==> src/rtl/uart_rx_fifo_gen.sv <==
// UART receive channel: majority-vote deserialiser (5..9 data bits, optional parity,
// 1/2 stop bits) feeding a first-word-fall-through FIFO with error tags and overrun flag.
module uart_rx_fifo_gen #(
  parameter int SIZE_DATA   = 8,
  parameter int SIZE_DEPTH  = 4,
  parameter int OVER_SAMPLE = 16,
  parameter int MID_SAMPLE  = 8
) (
  input  logic                  i_clk,
  input  logic                  i_rst,
  input  logic                  i_stick,
  input  logic                  i_rx_en,
  input  logic                  i_parity_en,
  input  logic                  i_parity_odd,
  input  logic                  i_two_stop,
  input  logic                  i_rx_data,
  input  logic                  i_rd_en,
  input  logic                  i_clr_err,
  output logic [SIZE_DATA-1:0]  o_rx_data,
  output logic                  o_rx_perr,
  output logic                  o_rx_ferr,
  output logic                  o_rx_valid,
  output logic                  o_fifo_full,
  output logic [SIZE_DEPTH:0]   o_fifo_count,
  output logic                  o_overrun,
  output logic                  o_busy
);

  localparam int TICK_W = $clog2(OVER_SAMPLE);
  localparam int BIT_W  = $clog2(SIZE_DATA);
  localparam int DEPTH  = 2 ** SIZE_DEPTH;
  localparam int CNT_W  = SIZE_DEPTH + 1;
  localparam int WORD_W = SIZE_DATA + 2;

  typedef enum logic [2:0] {
    IDLE,
    START,
    DATA,
    PARITY,
    STOP
  } state_t;

  state_t state, state_next;

  logic                  rx_meta, rx_sync, rx_prev;
  logic [TICK_W-1:0]     tick;
  logic [BIT_W-1:0]      bit_cnt;
  logic                  stop_idx;
  logic [1:0]            samp;
  logic [SIZE_DATA-1:0]  shreg;
  logic                  perr_q, ferr_q;
  logic                  mode_par_en, mode_odd, mode_two;
  logic                  wr_valid;
  logic [WORD_W-1:0]     wr_word;

  logic                  falling, in_window, vote_tick, bit_end, vote, par_exp;
  logic                  start_frame, end_frame;

  // NOTE: clocked state is always assigned with <= so every flop samples the
  // pre-edge values of its neighbours; blocking here would create ordering races.
  always_ff @(posedge i_clk) begin
    if (i_rst) begin
      rx_meta <= 1'b1;
      rx_sync <= 1'b1;
      rx_prev <= 1'b1;
    end else begin
      rx_meta <= i_rx_data;
      rx_sync <= rx_meta;
      rx_prev <= rx_sync;
    end
  end

  assign falling   = rx_prev & ~rx_sync;
  assign in_window = (tick >= TICK_W'(MID_SAMPLE - 1)) && (tick <= TICK_W'(MID_SAMPLE + 1));
  assign vote_tick = (tick == TICK_W'(MID_SAMPLE + 1));
  assign bit_end   = (tick == TICK_W'(OVER_SAMPLE - 1));
  // The third sample of the vote is the live line at tick MID_SAMPLE+1.
  assign vote      = (samp[1] & samp[0]) | (samp[1] & rx_sync) | (samp[0] & rx_sync);
  assign par_exp   = (^shreg) ^ mode_odd;

  always_ff @(posedge i_clk) begin
    if (i_rst) state <= IDLE;
    else       state <= state_next;
  end

  // NOTE: every signal driven here gets a default first, so no path can leave
  // it unassigned and infer a latch.
  always_comb begin
    state_next  = state;
    start_frame = 1'b0;
    end_frame   = 1'b0;
    unique case (state)
      IDLE: begin
        if (i_rx_en && falling) begin
          state_next  = START;
          start_frame = 1'b1;
        end
      end
      START: begin
        if (i_stick && vote_tick && vote)  state_next = IDLE;
        else if (i_stick && bit_end)       state_next = DATA;
      end
      DATA: begin
        if (i_stick && bit_end && bit_cnt == BIT_W'(SIZE_DATA - 1))
          state_next = mode_par_en ? PARITY : STOP;
      end
      PARITY: begin
        if (i_stick && bit_end) state_next = STOP;
      end
      STOP: begin
        if (i_stick && vote_tick && (!mode_two || stop_idx)) begin
          state_next = IDLE;
          end_frame  = 1'b1;
        end
      end
      default: state_next = IDLE;
    endcase
    // Disabling the receiver abandons any partial frame.
    if (state != IDLE && !i_rx_en) begin
      state_next = IDLE;
      end_frame  = 1'b0;
    end
  end

  always_ff @(posedge i_clk) begin
    if (i_rst) begin
      tick        <= '0;
      bit_cnt     <= '0;
      stop_idx    <= 1'b0;
      samp        <= 2'b11;
      shreg       <= '0;
      perr_q      <= 1'b0;
      ferr_q      <= 1'b0;
      mode_par_en <= 1'b0;
      mode_odd    <= 1'b0;
      mode_two    <= 1'b0;
      wr_valid    <= 1'b0;
      wr_word     <= '0;
    end else begin
      wr_valid <= end_frame;
      if (end_frame) wr_word <= {ferr_q | ~vote, perr_q, shreg};

      if (start_frame) begin
        tick        <= '0;
        bit_cnt     <= '0;
        stop_idx    <= 1'b0;
        perr_q      <= 1'b0;
        ferr_q      <= 1'b0;
        mode_par_en <= i_parity_en;
        mode_odd    <= i_parity_odd;
        mode_two    <= i_two_stop;
      end else if (state != IDLE && i_stick) begin
        tick <= bit_end ? '0 : tick + TICK_W'(1);
        if (in_window) samp <= {samp[0], rx_sync};
        if (vote_tick) begin
          case (state)
            DATA:    shreg  <= {vote, shreg[SIZE_DATA-1:1]};
            PARITY:  perr_q <= (vote != par_exp);
            STOP:    if (!vote) ferr_q <= 1'b1;
            default: ;
          endcase
        end
        if (bit_end) begin
          if (state == DATA) bit_cnt  <= bit_cnt + BIT_W'(1);
          if (state == STOP) stop_idx <= 1'b1;
        end
      end
    end
  end

  logic [WORD_W-1:0]     mem [DEPTH];
  logic [SIZE_DEPTH-1:0] wr_ptr, rd_ptr;
  logic [CNT_W-1:0]      count, count_next;
  logic                  full_q, pop, wr_ok, ovr_set;
  logic [WORD_W-1:0]     head;

  assign pop     = i_rd_en && (count != '0);
  // A full FIFO still accepts a word when a pop frees a slot in the same cycle.
  assign wr_ok   = wr_valid && (!full_q || pop);
  assign ovr_set = wr_valid && full_q && !pop;

  always_comb begin
    count_next = count;
    case ({wr_ok, pop})
      2'b10:   count_next = count + CNT_W'(1);
      2'b01:   count_next = count - CNT_W'(1);
      default: count_next = count;
    endcase
  end

  // NOTE: storage is left unreset; the count gates every read, so stale
  // contents are never visible and the array can map onto plain RAM.
  always_ff @(posedge i_clk) begin
    if (wr_ok) mem[wr_ptr] <= wr_word;
  end

  always_ff @(posedge i_clk) begin
    if (i_rst) begin
      wr_ptr    <= '0;
      rd_ptr    <= '0;
      count     <= '0;
      full_q    <= 1'b0;
      o_overrun <= 1'b0;
    end else begin
      if (wr_ok) wr_ptr <= wr_ptr + SIZE_DEPTH'(1);
      if (pop)   rd_ptr <= rd_ptr + SIZE_DEPTH'(1);
      count  <= count_next;
      full_q <= (count_next == CNT_W'(DEPTH));
      if (ovr_set)        o_overrun <= 1'b1;
      else if (i_clr_err) o_overrun <= 1'b0;
    end
  end

  assign head         = mem[rd_ptr];
  assign o_rx_valid   = (count != '0);
  assign o_rx_data    = o_rx_valid ? head[SIZE_DATA-1:0] : '0;
  assign o_rx_perr    = o_rx_valid & head[SIZE_DATA];
  assign o_rx_ferr    = o_rx_valid & head[SIZE_DATA+1];
  assign o_fifo_full  = full_q;
  assign o_fifo_count = count;
  assign o_busy       = (state != IDLE);

endmodule

==> config.mk <==
export PLATFORM = sky130hd
export DESIGN_NAME = uart_rx_fifo_gen
export DESIGN_NICKNAME = d
export VERILOG_FILES = /design/src/rtl/uart_rx_fifo_gen.sv
export SDC_FILE = /design/constraint.sdc
export NUM_CORES = 1
export LEC_CHECK = 0
export ABC_CLOCK_PERIOD_IN_PS = 3500
export BUFFER_PORTS_ARGS = -buffer_cell sky130_fd_sc_hd__buf_4
export CORE_MARGIN = 5
export CORE_UTILIZATION = 24
export CTS_CLUSTER_DIAMETER = 80
export DETAILED_ROUTE_END_ITERATION = 6
export PLACE_DENSITY = 0.46
export SETUP_SLACK_MARGIN = 0.05
export SLEW_MARGIN = 40
export SYNTH_ARGS = -nofsm -noshare
export SYNTH_HDL_FRONTEND = slang
export SYNTH_SLANG_ARGS = --single-unit
==> constraint.sdc <==
create_clock -name i_clk -period 3.5 [get_ports i_clk]
set_clock_uncertainty 0.2 [all_clocks]
set_input_delay 0.175 -clock i_clk [delete_from_list [all_inputs] [get_ports i_clk]]
set_output_delay 0.175 -clock i_clk [all_outputs]
set_load 0.05 [all_outputs]
Word-level counts from Yosys, hierarchy flattened:

Memories as Yosys holds them, arrays and structs flattened. A register that Yosys moved wholly into a read port is not among the register bits.
Index checks and enable logic that the tools add are counted.
Widths: inputs -> output; s select.

* add/sub/neg operators: 6
* order comparisons: 2
* equal/unequal tests: 16
* mux-type cells: 22
* bitwise operators: 13
* reductions and logical operators: 33

Operator list (number)
* $mux 3: 7
* $pmux 3 s5: 1
* $logic_and 1x1->1: 13
* $add 4x1->4 const B: 3
* $mux 4: 3
* $reduce_and 3->1: 4
* $pmux 5 s2: 1
* $mux 1: 9
* $eq 4x4->1 const B: 2
* $mux 8: 1
* $ne 2x2->1 const B: 4
* $reduce_and 4->1: 2
* $reduce_xor 8->1: 1
* $and 1x1->1: 6
* $eq 3x2->1 const B: 2
* $eq 3x3->1 const B: 2
* $add 5x1->5 const B: 1
* $eq 5x5->1 const B: 1
* $reduce_and 5->1: 1
* $reduce_bool 5->1: 1
* $sub 5x1->5 const B: 1
* $ge 4x3->1 const B: 1
* $le 4x4->1 const B: 1
* $logic_not 1->1: 4
* other kinds (14): 20

* register bits: 55
* memory bits (writable): 160
* bits of input ports: 10
* logic and storage cells: 114
* memories: 1

Memory list
* mem: depth 16, width 10, read ports 1, clocked after memory_dff 1, wr ports 1, RTL line 171 `logic [WORD_W-1:0] mem [DEPTH];`

Depth between registers and ports, before layout:

Gate-level depths: netlist of the first run.

* depth after elaboration: 7
* depth in mapped cells: 14
* mapped depth without buffers: 12

Worst setup path after synthesis of the first run:

Ideal clock, no wire load.

* kind: reg-to-reg
* start: register count[2], in the netlist o_fifo_count[2]
* end: register full_q, in the netlist o_fifo_full
* setup time: 117 ps
* data arrival time: 3027 ps
* required time: 3183 ps
* slack: 156 ps
* stages on the path, launching flop included: 15
* path through: dfxtp_1 buf_2 or3_4 o31ai_4 a21boi_2 inv_2 buf_6 ha_1 xor2_1 ha_1 a21oi_1 nor4b_1 o21a_1 nor3_2 and4bb_1

* cells in the longest elaborated chain, start to end: 7
* elaborated cells between the ends (all ways): 10
* classes of those cells: add/sub (2); eq/ne (3); mux (1); reduce/logical (4)

RTL lines
* from (decl): RTL line 173 `logic [CNT_W-1:0] count, count_next;`
* from (signal assigned): RTL line 207 `count <= count_next;`
* $reduce_bool 5->1: RTL line 177 `assign pop = i_rd_en && (count != '0);`
* $logic_and 1x1->1: RTL line 177
* $logic_or 1x1->1: RTL line 179 `assign wr_ok = wr_valid && (!full_q || pop);`
* $logic_and 1x1->1: RTL line 179
* $eq 2x1->1 or $eq 2x2->1 (tied branches): RTL line 184 `case ({wr_ok, pop})`
* $pmux 5 s2 (*): RTL line 184
* $eq 5x5->1 (*): RTL line 208 `full_q <= (count_next == CNT_W'(DEPTH));`
* to (signal assigned): RTL line 208
* to (decl): RTL line 174 `logic full_q, pop, wr_ok, ovr_set;`

Mark *: on every way between the ends. The rest lies on a longest branch, timed or not.
A chain may end at the register's enable or synchronous reset.

Final worst setup path of the first run:

Same ends and word-level chain as after synthesis.

==> results of run 1 <==
## through the flow
stage	hold slack, ns	instances	instance area (µm²)
4_1_cts	0.00752	1133	10900
6_report	0.0392	1133	10900
3_5_place_dp	0.169	1071	9910
5_1_grt	0.0523	1133	10900
3_3_place_gp	0.166	1071	9910
2_1_floorplan	0.0788	542	9030
## final timing paths
path / from / to / slack, ns / cells past startpoint
max reg2reg: o_fifo_count[2] / o_fifo_full / 0.29 / 11
min reg2reg: rx_meta / rx_sync / 0.21 / 1
max: o_fifo_count[2] / o_fifo_full / 0.29 / 11
min: i_stick / tick[0] / 0.04 / 4
## power by group through the flow
stage               clock [mW]  sequential, mW  combinational, mW
CTS                       2.54            2.76              0.101
finish                    2.45            2.76              0.101
global placement             0            2.82             0.0854
global route              2.66            2.76              0.111
detailed placement           0            2.82             0.0900
floorplan                    0            2.82             0.0677
## layer usage
layer	share of wire [%]	vias up	wire length, µm
met5	0	-	0
met4	1.7	0	335
met3	4.6	27	925
met2	49	93	9740
met1	45	2474	8970
li1	-	2233	-
## flip-flops by register name, indices dropped and copies added, names as in the netlist, named ones only
signal / flops
mem: 160
shreg: 8
state: 3
tick: 4
rx_sync: 1
o_fifo_count: 5
rd_ptr: 4
samp: 2
perr_q: 1
rx_meta: 1
rx_prev: 1
wr_ptr: 4
wr_word: 10
wr_valid: 1
o_overrun: 1
o_fifo_full: 1
mode_odd: 1
bit_cnt: 3
mode_par_en: 1
ferr_q: 1
mode_two: 1
stop_idx: 1
## area by class of cell
type	count	area, µm²	area share [%]
repair buffers	63	528	4.86
flip-flops and latches	219	5990	55.1
clock inverters	12	98.8	0.910
clock buffers	33	677	6.23
inverters	20	75.1	0.691
multi-input cells	275	2860	26.3
well taps	511	639	5.89
## critical path: cells and delay by family, from the launching register on
kind	cells	cell delay, ns
buffers and inverters	1	0.10
adders and majority gates	2	0.50
xor gates and xnor gates	1	0.10
AOI/OAI and AO/OA	4	1.08
DFF	1	0.40
and+or+nand+nor	3	0.70
## cells in the mapped netlist, drive strengths merged (2+ instances only)
library cell,n
xnor2,11
o21ai,5
edfxtp,160
xor2,9
nand3,8
mux4,50
buf,16
a21oi,13
and2,5
a31oi,2
nor2,56
inv,20
or3,4
dfxtp,59
nand2,11
a21o,2
clkbuf,12
nor3,6
nor2b,10
or2,5
mux2i,25
nor3b,3
nand2b,4
ha,13
nand3b,2
a211o,2
nor4,8
nand4,3
## logic make-up (layout without fill, tap and decap cells)
kind of cell / Yosys count / after routing
xor+xnor: 21 / 21
flops: 219 / 219
fa+ha+maj: 14 / 14
buf+inv: 48 / 128
mux: 75 / 75
compound gates: 34 / 34
simple gates: 131 / 131
## repair_timing
item	CTS	global route
gates resized for setup	0	1
hold endpoints to repair	43	0
hold buffers	17	0
endpoints found under the setup margin	0	1
==> out/qor.yml, run 1 <==
status:
  status: "finished, final reports clean"
route:
  ant_nets: 0
  wl_per_cell_um: 17.6
  routed_wl_um: 20000
  routed_via_density: 4.26
  route.detailed.drc: 0
  dr.first_iter.drc_count: 244
  firstDrtPassIters: 4
  vias: 4827
final_layout:
  fill_cells: 3700
  mostFrequentLayoutCells: "edfxtp_1 (160), dfxtp_1 (58), nor2_1 (56)"
  syn2layout_area_growth_pct: 20.3
  finish.utilization_pct: 29.0
  layout.nets: 628
  diodes: 0
  layout_commonest_cell: "edfxtp_1"
  drive_gt1_share_pct: 20.1
global_routing:
  grt_max_degree: 45
  grt_usage_pct: 9.71
  grt_pass1_vias: 5159
  grt_use_met1_pct: 13.0
  use_met3_pct: 1.95
  grt_pass1_wl_um: 31300
  met2_usage_pct: 16.4
  busiest_layer: "met2"
  grt-ovfl-total: 0
  antenna_found_initial: 0
pwr:
  ir_drop_uv: 378
  p_clk_share_pct: 46.1
  comb_power_share_pct: 1.9
  pwr-share-seq_pct: 52.0
  internal_power_mw: 4.23
  swShare_pct: 20.3
  p_sw_mw: 1.08
  leakage_nw: 4.15
  powerDensity_nw_per_um2: 489
  finalPower_mw: 5.31
critical_path:
  cp_common_cell: "ha_1"
  cpPeakStageDelay_ns: 0.47
  path_cells: "or3_4, o31ai_4, a21boi_2, inv_2, ha_1, xor2_1, ha_1, a2111oi_1, o21a_1, nor3_2, and4bb_1"
  critical_path_class: "reg -> reg"
  crit_path_max_fanout: 10
  cp_data_required_time_ns: 3.71
  endpoint_kind: "flip-flop"
  cp_slowest_cell: "a2111oi_1"
  startpoint_type: "flip-flop"
  arrival_ns: 3.42
floorplan:
  initial_utilization_pct: 24.1
  fp.dieH_um: 204
  fp.coreArea_um2: 37400
  ios: 29
  die_width_um: 204
  num_rows: 71
  die_area_um2: 41600
timing:
  fmax_ghz: 0.312
  hold_viol: 0
  tns_ns: 0
  rsz0062_at_grt: "no"
  slew_violations: 0
  fin_crit_ns: 3.21
  slew-limit-headroom_pct: 48.2
  tightest_slew_ns: 0.775
  worst_slack_ns: 0.292
  post-route-period-util_pct: 91.6
  setup_viol: 0
run:
  cap_violations: 0
clocking:
  cts_buffers: 26
  root_buffer: "clkbuf_16"
  clockBufferDepth: 3
  h-tree-depth: 1
  clk_latency_ns: 0.52
  cts_tree: "done"
  clk_pin_slew_ns: 0.06
  post_cts_buffers: 0
  clock-sinks: 219
synth:
  synth_xor_area_share_pct: 2.19
  synth_simple_gate_area_share_pct: 7.71
  syn_nets: 565
  syn_area_per_cell_um2: 16.7
  synth_edf_count: 160
  ys_top_cells_by_area: "edfxtp_1 (53%), dfxtp_1 (13%), mux4_1 (9.0%)"
  synth_cell_type_count: 58
  synth_fa_ha_area_share_pct: 1.91
  synth_seq_area_share_pct: 66.3
  ys_warn_count: 0
  synth_flop_cell: "edfxtp_1"
  ys_async_sr_fraction_pct: 0
  synth_top_area_share_pct: 53.2
  synth_compound_area_share_pct: 2.63
  synthMuxAreaShare_pct: 16.5
  synth_top_family_by_area: "multiplexers"
  synth.largest_area_cell: "edfxtp_1"
  yosys_register_bits: 219
  syn-instance-count: 542
  synth_area_um2: 9030
placed_design:
  gp_congestion: 0.717
  pre_cts_ws_ns: 0.286
  place_hpwl_um: 12100
  portBuffers: 28
hold_path:
  hp-class: "in -> reg"
(Power assumes the default switching activity.)
==> run 2: changes to the inputs <==
- CTS_BUF_LIST: not set -> sky130_fd_sc_hd__clkbuf_4 sky130_fd_sc_hd__clkbuf_8
==> run 2 against run 1 <==
Effect of this change: cell area up 0.31%; largest power group unchanged; combinational power about the same; clock-buffer cell count up 24; maximum frequency up 0.74%; critical path depth up 1; critical path type unchanged; non-clock buffer count up 1; global-route usage up 0.16 points; highest routed layer unchanged; critical endpoint unchanged.
==> out/qor.yml, run 2 (synthesized netlist as in run 1, its figures left out) <==
run:
  cap_violations: 0
timing:
  rsz0062_at_grt: "no"
  setup_viol: 0
  slew_violations: 0
  hold_viol: 0
  fin_crit_ns: 3.18
  tightest_slew_ns: 0.773
  finalHoldWorstSlack_ns: 0.166
  post-route-period-util_pct: 91.0
  fmax_ghz: 0.314
  tns_ns: 0
  slew-limit-headroom_pct: 48.4
critical_path:
  crit_path_max_fanout: 10
  cp_data_required_time_ns: 3.73
  endpoint_kind: "flip-flop"
  arrival_ns: 3.41
  critical_path_class: "reg -> reg"
  startpoint_type: "flip-flop"
clocking:
  clockBufferDepth: 3
  cts_tree: "done"
  clk_latency_ns: 0.54
  cts_buffers: 40
  h-tree-depth: 2
  post_cts_buffers: 0
  clk_pin_slew_ns: 0.06
  clock-sinks: 219
  root_buffer: "clkbuf_8"
hold_path:
  hp-class: "in -> reg"
route:
  routed_via_density: 4.23
  route.detailed.drc: 0
  firstDrtPassIters: 4
  vias: 4909
  ant_nets: 0
  routed_wl_um: 20300
  wl_per_cell_um: 17.5
  dr.first_iter.drc_count: 261
status:
  status: "finished, final reports clean"
placed_design:
  place_area_um2: 9910
  portBuffers: 28
  place_hpwl_um: 12100
  gp_congestion: 0.717
global_routing:
  grt_pass1_wl_um: 31600
  antenna_found_initial: 0
  grt_max_degree: 45
  grt_usage_pct: 9.87
  grt_pass1_vias: 5321
  grt-ovfl-total: 0
pwr:
  leakage_nw: 4.20
  ir_drop_uv: 248
  powerDensity_nw_per_um2: 486
  finalPower_mw: 5.30
final_layout:
  syn2layout_area_growth_pct: 20.7
  reg.largest.list: "mem x160, wr_word x10, shreg x8"
  stdcell_area_um2: 10900
  drive_gt1_share_pct: 24.2
  layout_commonest_cell: "edfxtp_1"
  layout.nets: 643
  regMostFlops: "mem"
  diodes: 0
  largest_reg_flops: 160
  mostFrequentLayoutCells: "edfxtp_1 (160), dfxtp_1 (58), nor2_1 (56)"
floorplan:
  die_width_um: 204
  fp.dieH_um: 204
  die_area_um2: 41600
  ios: 29
  num_rows: 71
  initial_utilization_pct: 24.1
  fp.coreArea_um2: 37400
[run 2: worst max-delay path: stages (launching register included)]
cell      delay, ns
dfxtp_1        0.39
or3_4          0.45
o31ai_4        0.27
a21boi_2       0.16
inv_2          0.10
ha_1           0.25
xor2_1         0.17
ha_1           0.22
a21oi_1        0.08
nor4b_1        0.36
o21a_1         0.20
nor3_2         0.05
and4bb_1       0.20
[run 2: cell type report]
type                    instances  area (µm²)
multi-input cells             275        2850
fillers                      3734       26500
flip-flops and latches        219        5990
repair buffers                 64         538
well taps                     511         639
clock buffers                  57         697
clock inverters                15         109
inverters                      20        75.1
[run 2: final timing paths]
kind            endpoint  slack (ns)             from  cells after the start
min              rx_meta        0.17        i_rx_data                      3
max          o_fifo_full        0.32  o_fifo_count[2]                     12
min reg2reg      rx_sync        0.21          rx_meta                      1
max reg2reg  o_fifo_full        0.32  o_fifo_count[2]                     12
[run 2: power by group]
part / internal (mW) / switching, mW
sequential: 2.76 / 0.00953
clock: 1.37 / 1.06
combinational: 0.0422 / 0.0589
[run 2: routing by layer]
metal	track usage (%)	vias to the layer above	wire, µm
li1	-	2267	-
met1	12.9	2481	8810
met5	0	-	0
met3	2.32	40	1190
met4	3.04	0	473
met2	16.4	121	9800
[run 2: what timing repair did]
action	in CTS	in global routing
gates resized for setup	0	0
endpoints found under the hold margin	46	0
hold buffers	18	0
[run 2: through the flow]
stage	std cells	utilization [%]	setup WS [ns]
floorplan	542	-	0.156
global placement	1071	26.5	0.418
detailed placement	1071	26.5	0.286
CTS	1161	29.1	0.297
global route	1161	29.1	0.0527
finish	1161	29.1	0.316
==> run 3: changes to the inputs <==
- ABC_CLOCK_PERIOD_IN_PS: 3500 -> 4030
- GPL_TIMING_DRIVEN: not set -> 0
- clock period: 3.5 -> 4.03 ns (I/O delays scaled with it)
==> run 3 against run 2 <==
Effect of this change: via count fell by 1.5%; cell count rose by 1.6%; setup slack improved by 0.25 ns; worst hold slack improved by 0.040 ns; critical path depth rose by 2; non-clock buffer count rose by 23; first-iteration DRC count rose by 21%; sequential cell count did not move; clock power fell by 19%; core utilization barely moved; total power fell by 16%; sequential power fell by 13%; critical path type unchanged.
==> out/qor.yml, run 3 (synthesized netlist as in run 1, its figures left out) <==
critical_path:
  crit_cells: 14
  endpoint: "o_fifo_full"
  arrival_ns: 3.67
  rr_startpoint: "o_fifo_count[2]"
  r2r-end: "o_fifo_full"
  crit_path_max_fanout: 11
  cp_slowest_cell: "or3_4"
  startpoint_type: "flip-flop"
  r2r_cells: 14
  critical_path_class: "reg -> reg"
  cp_common_cell: "ha_1"
  reg2reg_slack_ns: 0.57
  cp_data_required_time_ns: 4.24
  crit_start: "o_fifo_count[2]"
  crit_family: "simple AND/OR/NAND/NOR gates"
  endpoint_kind: "flip-flop"
  crit_buf_inv: 3
  path_cells: "buf_2, or3_4, o31ai_4, a21boi_2, inv_2, buf_6, ha_1, xor2_1, ha_1, a21oi_1, nor4b_1, o21a_1, nor3_2, and4bb_1"
  cpPeakStageDelay_ns: 0.42
floorplan:
  ios: 29
  die_area_um2: 41600
  fp.dieH_um: 204
  initial_utilization_pct: 24.1
  fp.coreArea_um2: 37400
  die_width_um: 204
  num_rows: 71
final_layout:
  regMostFlops: "mem"
  syn2layout_area_growth_pct: 20.8
  drive_gt1_share_pct: 25.3
  mostFrequentLayoutCells: "edfxtp_1 (160), dfxtp_1 (59), nor2_1 (52)"
  final_cells: 1180
  reg.largest.list: "mem x160, wr_word x10, shreg x8"
  largest_reg_flops: 160
  layout.nets: 664
  diodes: 0
  layout_commonest_cell: "edfxtp_1"
placed_design:
  portBuffers: 27
  place_hpwl_um: 13500
  gp_congestion: 0.715
  place_inst: 1099
clocking:
  cts_tree: "done"
  h-tree-depth: 2
  post_cts_buffers: 0
  clock-sinks: 219
  root_buffer: "clkbuf_8"
  cts_buffers: 38
  clk_pin_slew_ns: 0.06
  clockBufferDepth: 3
  clk_latency_ns: 0.52
  cts_resized: 0
pwr:
  leakage_nw: 4.23
  p_sw_uw: 934
  p_clk_share_pct: 44.1
  pwr-share-seq_pct: 53.8
  powerDensity_nw_per_um2: 409
  internal_power_mw: 3.52
  swShare_pct: 21.0
  ir_drop_uv: 246
  comb_power_share_pct: 2.1
hold_path:
  holdPathStages: 3
  hold_start: "i_rx_data"
  hp-class: "in -> reg"
timing:
  slew_violations: 0
  hold_viol: 0
  tns_ns: 0
  fmax_ghz: 0.289
  tightest_slew_ns: 0.777
  rsz0062_at_grt: "no"
  post-route-period-util_pct: 85.9
  setup_viol: 0
  slew-limit-headroom_pct: 48.2
  fin_crit_ns: 3.46
status:
  status: "finished, final reports clean"
route:
  routed_wl_um: 20200
  firstDrtPassIters: 4
  vias: 4837
  dr.first_iter.drc_count: 317
  wl_per_cell_um: 17.1
  route.detailed.drc: 0
  ant_nets: 0
  routed_via_density: 4.10
global_routing:
  grt_pass1_vias: 4976
  antenna_found_initial: 0
  grt-ovfl-total: 0
  grt_max_degree: 18
  grt_pass1_wl_um: 31000
  grt_usage_pct: 9.72
run:
  cap_violations: 0
-- run 3: worst min-delay path by stage --
stage / to
finish: rx_meta
global route: rx_meta
CTS: rx_meta
detailed placement: rx_meta
global placement: rx_meta
floorplan: rx_meta
-- run 3: per-layer routing --
metal / share of wire [%] / vias up / global-route usage (%)
met5: 0 / - / 0
met4: 1.8 / 0 / 2.68
met3: 4.5 / 33 / 2.08
met2: 45 / 91 / 14.8
met1: 49 / 2406 / 14.2
li1: - / 2307 / -
-- run 3: final cells by class --
cell class	instances	area (µm²)
Clock inverter	13	65.1
Timing Repair Buffer	59	428
Sequential cell	219	5990
Inverter	20	75.1
Tap cell	511	639
Fill cell	3766	26500
Clock buffer	55	682
Buffer	28	170
Multi-Input combinational cell	275	2860
-- run 3: power by group through the flow --
stage / sequential, mW / clock [mW] / combinational, mW
CTS: 2.40 / 2.04 / 0.0935
global placement: 2.45 / 0 / 0.0850
global route: 2.40 / 2.14 / 0.102
finish: 2.40 / 1.97 / 0.0916
detailed placement: 2.45 / 0 / 0.0846
floorplan: 2.45 / 0 / 0.0588
-- run 3: repair_timing --
item,CTS,global route
endpoints found under the setup margin,0,0
hold buffers,13,0
endpoints found under the hold margin,19,0
-- run 3: worst register-to-register path: cells and delay by family, from the launching register on --
kind,cells,cell delay [ns]
AO/OA/AOI/OAI,4,0.74
XOR/XNOR,1,0.17
adder cells (fa/ha/maj),2,0.48
buffers and inverters,3,0.43
flip-flops,1,0.31
AND/OR/NAND/NOR,4,1.02
-- run 3: metrics by stage --
| step | util, % | worst slack [ns] | area [µm²] | hold slack [ns] | power (mW) |
|---|---|---|---|---|---|
| 2_1_floorplan | - | 0.686 | 9030 | 0.105 | 2.50 |
| 3_3_place_gp | 26.4 | -0.127 | 9870 | 0.189 | 2.53 |
| 3_5_place_dp | 26.8 | 0.547 | 10000 | 0.189 | 2.53 |
| 4_1_cts | 29.2 | 0.525 | 10900 | 0.160 | 4.53 |
| 5_1_grt | 29.2 | 0.265 | 10900 | 0.191 | 4.64 |
| 6_report | 29.2 | 0.569 | 10900 | 0.205 | 4.46 |
